[src/rtl/sar_search.sv]
// Binary-search initiator for the 4-bit magnitude comparator.
// SAR_SEARCH_ONEHOT_CHECK_EN enables abort on non-one-hot flag sets.
module sar_search #(
    parameter int WIDTH = 4
) (
    input  logic             clk,
    input  logic             rst,
    input  logic             start,
    output logic [WIDTH-1:0] probe,
    input  logic             cmp_l,
    input  logic             cmp_e,
    input  logic             cmp_g,
    output logic             busy,
    output logic             done,
    output logic             found,
    output logic [WIDTH-1:0] result,
    output logic [7:0]       steps,
    output logic             err
);

    typedef enum logic {IDLE, EVAL} state_t;

    localparam logic [WIDTH:0]   ONE     = (WIDTH+1)'(1);
    localparam logic [WIDTH:0]   HI_INIT = {1'b0, {WIDTH{1'b1}}};
    localparam logic [WIDTH-1:0] P_INIT  = {1'b0, {(WIDTH-1){1'b1}}};

    state_t           state_q;
    logic [WIDTH:0]   lo_q, hi_q;
    logic [WIDTH:0]   lo_d, hi_d;
    logic [WIDTH-1:0] probe_q, result_q;
    logic [WIDTH-1:0] mid_d;
    logic [WIDTH+1:0] sum_d;
    logic             busy_q, done_q, found_q;
    logic [7:0]       steps_q;
    logic             empty_d;
`ifdef SAR_SEARCH_ONEHOT_CHECK_EN
    logic             err_q;
    logic             bad_d;

    assign bad_d = !$onehot({cmp_l, cmp_e, cmp_g});
`endif

    // l wins over g; an all-zero flag set narrows like g
    always_comb begin
        lo_d = lo_q;
        hi_d = hi_q;
        if (cmp_l) lo_d = {1'b0, probe_q} + ONE;
        else       hi_d = {1'b0, probe_q} - ONE;
    end

    // hi is signed (may reach -1); lo is unsigned (may reach 2^WIDTH)
    assign empty_d = $signed({1'b0, lo_d}) > $signed({hi_d[WIDTH], hi_d});
    assign sum_d   = {1'b0, lo_d} + {1'b0, hi_d};
    assign mid_d   = WIDTH'(sum_d >> 1);

    always_ff @(posedge clk or posedge rst) begin
        if (rst) begin
            state_q  <= IDLE;
            lo_q     <= '0;
            hi_q     <= '0;
            probe_q  <= '0;
            result_q <= '0;
            busy_q   <= 1'b0;
            done_q   <= 1'b0;
            found_q  <= 1'b0;
            steps_q  <= '0;
`ifdef SAR_SEARCH_ONEHOT_CHECK_EN
            err_q    <= 1'b0;
`endif
        end else begin
            done_q <= 1'b0;
            unique case (state_q)
                IDLE: begin
                    if (start) begin
                        state_q  <= EVAL;
                        lo_q     <= '0;
                        hi_q     <= HI_INIT;
                        probe_q  <= P_INIT;
                        result_q <= '0;
                        busy_q   <= 1'b1;
                        found_q  <= 1'b0;
                        steps_q  <= '0;
`ifdef SAR_SEARCH_ONEHOT_CHECK_EN
                        err_q    <= 1'b0;
`endif
                    end
                end
                EVAL: begin
                    steps_q <= steps_q + 8'd1;
`ifdef SAR_SEARCH_ONEHOT_CHECK_EN
                    if (bad_d) begin
                        err_q   <= 1'b1;
                        state_q <= IDLE;
                        busy_q  <= 1'b0;
                        done_q  <= 1'b1;
                    end else
`endif
                    if (cmp_e) begin
                        found_q  <= 1'b1;
                        result_q <= probe_q;
                        state_q  <= IDLE;
                        busy_q   <= 1'b0;
                        done_q   <= 1'b1;
                    end else begin
                        lo_q <= lo_d;
                        hi_q <= hi_d;
                        if (empty_d) begin
                            state_q <= IDLE;
                            busy_q  <= 1'b0;
                            done_q  <= 1'b1;
                        end else begin
                            probe_q <= mid_d;
                        end
                    end
                end
                default: state_q <= IDLE;
            endcase
        end
    end

    assign probe  = probe_q;
    assign busy   = busy_q;
    assign done   = done_q;
    assign found  = found_q;
    assign result = result_q;
    assign steps  = steps_q;
`ifdef SAR_SEARCH_ONEHOT_CHECK_EN
    assign err    = err_q;
`else
    assign err    = 1'b0;
`endif

endmodule

[config.mk]
export PLATFORM = sky130hd
export DESIGN_NAME = sar_search
export DESIGN_NICKNAME = d
export VERILOG_FILES = /design/src/rtl/sar_search.sv
export SDC_FILE = /design/constraint.sdc
export NUM_CORES = 1
export LEC_CHECK = 0
export BUFFER_PORTS_ARGS = -buffer_cell sky130_fd_sc_hd__buf_2
export CAP_MARGIN = 20
export CORE_AREA = 2 2 68 70
export DETAILED_ROUTE_END_ITERATION = 10
export DIE_AREA = 0 0 70 72
export HOLD_SLACK_MARGIN = 0.08
export SYNTH_ARGS = -nofsm -noshare
export SYNTH_HDL_FRONTEND = slang
export SYNTH_SLANG_ARGS = --single-unit
[constraint.sdc]
create_clock -name clk -period 7.1 [get_ports clk]
set_input_delay 1.065 -clock clk [delete_from_list [all_inputs] [get_ports clk]]
set_output_delay 1.065 -clock clk [all_outputs]
set_load 0.02 [all_outputs]
Yosys cells after proc, flatten, opt, wreduce, memory -nomap -nowiden
Index checks and enable logic that the tools add are counted.
- register bits after elaboration: 30
- output and inout bits: 20
- input port bits: 6
- word-level logic and storage cells: 55
- bitwise logic cells: 1
- equal/unequal tests: 5
- order comparisons: 1
- multiplexer cells: 31
- add/subtract/negate cells: 4
- reductions and logical operators: 4
- operator list (kind ; number):
    $mux 5 ; 6
    $mux 4 ; 5
    $pmux 5 s2 ; 2
    $pmux 4 s2 ; 2
    $pmux 8 s2 ; 1
    $mux 1 ; 11
    $add 8x1->8 const B ; 1
    $mux 8 ; 1
    $ne 2x2->1 const B ; 4
    $gt 6x5->1 ; 1
    $pmux 1 s2 ; 3
    $reduce_and 2->1 ; 3
    $add 4x1->5 const B ; 1
    $add 5x5->5 ; 1
    $sub 4x1->5 const B ; 1
    $ne 3x2->1 const B ; 1
    $reduce_and 3->1 ; 1
    $not 1->1 ; 1

Depth between registers and ports, before layout
- word-level depth: 6
- gate-level depth with buffers: 15
- mapped depth without buffers: 13

Worst setup path before layout
Ideal clock, no wire load.
- path type: in2reg
- start: input cmp_l
- end: register probe_q[0] (netlist: probe[0])
- arrival time: 3.504 ns
- library setup time: 0.086 ns
- path slack: 3.510 ns
- stages: 12
- required time: 7.014 ns
- buffers on the path: 3
- cell sequence: buf_6 -> clkbuf_1 -> mux2i_1 -> inv_1 -> ha_1 -> or2_2 -> a221oi_1 -> or4b_1 -> o21a_1 -> and2_4 -> buf_6 -> a32oi_1
- cells in the longest elaborated chain, start to end: 5
- elaborated cells on any way between the ends: 9
- those cells by class: add/sub: 1; order compare: 1; eq/ne: 1; mux: 5; reduce/logical: 1
- RTL lines (item ; line ; RTL):
    start: declaration ; 10 ; input logic cmp_l,
    $mux 5 ; 47 ; if (cmp_l) lo_d = {1'b0, probe_q} + ONE;
    $add 5x5->5 ; 53 ; assign sum_d = {1'b0, lo_d} + {1'b0, hi_d};
    $mux 4 ; 107 ; if (empty_d) begin
    $mux 4 ; 98 ; if (cmp_e) begin
    $pmux 4 s2 ; 72 ; unique case (state_q)
    end signal: assignment ; 112 ; probe_q <= mid_d;
    end: declaration ; 30 ; logic [WIDTH-1:0] probe_q, result_q;
Parallel ways exist; a longest one is shown, timed or not. The select of a mux whose other input is x is not followed.
A chain may end at the register's enable or synchronous reset.

Final worst setup path
Same ends and word-level chain as after synthesis.

==> metrics.txt <==
most common cell in the synthesized netlist dfrtp_1; GRT overflow 0; Hold Startpoint lo_q[1]; r2r worst-path depth 12; reg2reg end probe[0]; CTS Buffer Depth 2; Sink Count 30; vias 1510; syn_nets 220; CTS clock-pin slew for the worst setup and hold paths 0.06 ns; relative slew slack 0.5050; final worst slack ~3.5 ns; Ant. Diodes 0; Tmin final 3.558 ns; Slew Limit Fails 0; # hold bufs at CTS 0; data arrival time of the critical path 3.68 ns; CTS tree done; worst min-delay path category reg -> reg; final worst-path cycle share 0.5012; worst path bufs/invs 2; Die H 72 um; PnR Total Power 0.8489 mW; crit path capture type flop; Net Sw Frac 0.4451; I/O Buffers 23; crit-path max FO 17; postcts setup bufs 0; final WL 4141 um; final hold violations 0; number of global-route vias before repair 1465; Leakage 0.9743 nW; CTS Root Cell clkbuf_8; wire per inst 15.17 um; P_sw 0.3778 mW; fin cells 273; top cell type's share of synthesized area 0.4027; Post-synth ARST share 1.000; VDD IR max between 0.15 and 0.2 mV; Top delay family on crit path compound AO/OA/AOI/OAI gates; Worst EP required 7.22 ns; Clock Skews 0.004536 ns; outcome finished clean; Worst Hold Path EP lo_q[1]; initial antenna violation count 0; Ys Warns 0; core region area 0.004264 mm2; largest net degree at the start of global routing 31; Slowest-stage cell, CP mux2i_1; Final Setup Violations 0; DP Wirelength approximately 2900 um; worst skew pair latency ~0.29 ns; Register-to-Register Setup Slack 3.67 ns; gpl congestion 0.8177; RSZ-0062 raised after global routing false; Tot GR Track Use 0.1780; top_reg_cell synth dfrtp_1; PostCTS Resize Cnt 0; fmax 0.2810 GHz; # placed instances 265; crit start category input port; number of max-cap violations 0; critical path type in -> reg; Routed Antenna Nets 0; first-pass GRT wire length 7044 um; worst slack, placed approximately 3.3 ns; synthesized instance count 201; Synth cell types 46; Die ar. about 0.0050 mm2; Seq/Total Area, Yosys 0.4027; Final nets between 200 and 250; number of synthesized flops with an enable pin 0; DRC Markers 0; Die Wd approximately 70 um; Initial Utilization 0.4372; sequential share of power 0.353; htree depth 2; Syn Std Cell Area around 0.0019 mm2; DR pass1 iterations 4; Largest stage delay, worst path 0.43 ns; Rows 24; Internal Power between 0.4 and 0.5 mW; via-per-instance ratio 5.531; # IOs 26; Hold Path Depth 2; TritonCTS Buffers 5; crit-path cells buf_2, mux2i_1, inv_1, ha_1, or2_2, a221oi_1, or3_1, o211ai_1, a31oi_1, a32oi_1; RR Startpoint probe[0]; combinational power share 0.478; share of layout cells above drive strength 1 0.1584; Synth top cells by count dfrtp_1, inv_1, o21ai_0; syn_area_per_cell a little over 9 um2; Seq cells post-synth 30; worst-margin pin slew approximately 0.74 ns; setup_tns 0 ns; clock power share 0.168; Fillers around 410; Syn-to-layout area delta 11.48%; Pwr Density 408.5 mW/mm2; 1st-iter DRT viols between 100 and 150; top post-synthesis cells by area dfrtp_1, ha_1, o21ai_0; Synth area leader dfrtp_1
metrics by stage:
stage / hold WS, ns / cell area, um2 / utilization
CTS: 0.4963 / 2078 / 0.4874
global placement: 0.4700 / 1987 / 0.4660
floorplan: 0.4478 / 1864 / -
detailed placement: 0.4783 / 1987 / 0.4660
global route: 0.5180 / 2078 / 0.4874
finish: 0.4867 / 2078 / 0.4874
final cells by class:
| class | instances | area [um2] | area share |
|---|---|---|---|
| Clock buffer | 7 | 86.33 | 0.04154 |
| Clock inverter | 1 | 5.005 | 0.002408 |
| Inverter | 18 | 67.56 | 0.03251 |
| Multi-Input combinational cell | 141 | 980.9 | 0.4720 |
| Sequential cell | 30 | 750.7 | 0.3612 |
| Tap cell | 52 | 65.06 | 0.03131 |
| Timing Repair Buffer | 24 | 122.6 | 0.05900 |
power groups by stage:
stage               logic [mW]  registers, mW  clock network [mW]
global placement         0.403          0.301                   0
CTS                      0.410          0.299               0.147
floorplan                0.307          0.302                   0
finish                   0.406          0.300               0.143
global route             0.458          0.311               0.152
detailed placement       0.407          0.303                   0
layout by cell type (no fill, tap or decap), types with 2 or more instances in the layout:
cell type	count
a21o_1	4
a21oi_1	8
a22o_1	2
a31oi_1	2
a32o_1	3
a32oi_1	3
buf_2	23
clkbuf_8	6
dfrtp_1	30
ha_1	12
inv_1	18
mux2i_1	7
nand2_1	16
nand2b_1	2
nand3_1	4
nand4_1	4
nor2_1	15
nor2b_1	2
nor3_1	2
o211ai_1	2
o21a_1	2
o21ai_0	17
o22a_1	2
o22ai_1	4
or3_1	3
xnor2_1	5
xor2_1	4
sequential cells by signal, indices dropped and copies added (netlist names):
register	cells
found	1
done	1
probe	4
state_q	1
result	4
hi_q	5
lo_q	5
busy	1
steps	8
worst min-delay path, delay by kind of cell, from the launching register on:
kind               cells  cell delay [ns]
DFF                    1             0.34
and+or+nand+nor        1             0.05
AOI/OAI and AO/OA      1             0.07
worst max-delay path by stage:
stage | from | end | cells past startpoint | slack, ns
floorplan | cmp_l | probe[0] | 12 | 3.51
global placement | cmp_l | probe[0] | 10 | 3.29
detailed placement | cmp_l | probe[0] | 10 | 3.30
CTS | cmp_l | probe[0] | 10 | 3.58
global route | cmp_l | probe[0] | 10 | 3.36
finish | cmp_l | probe[0] | 10 | 3.54
metal layers:
layer  global-route usage  part of all wire  up-vias
li1                     -                 -      739
met1               0.2433              0.49      718
met2               0.2751              0.44       43
met3              0.03611             0.048       10
met4              0.08120             0.023        0
met5                    0                 0        -
cells by family after synthesis:
kind of cell               share of synthesized area
xor gates and xnor gates                     0.04228
other                                       0.002011
muxes                                        0.03759
DFF                                           0.4027
adders and majority gates                    0.09127
AOI/OAI and AO/OA                             0.1966
buffers and inverters                        0.07114
and+or+nand+nor                               0.1564
(Power assumes the default switching activity.)
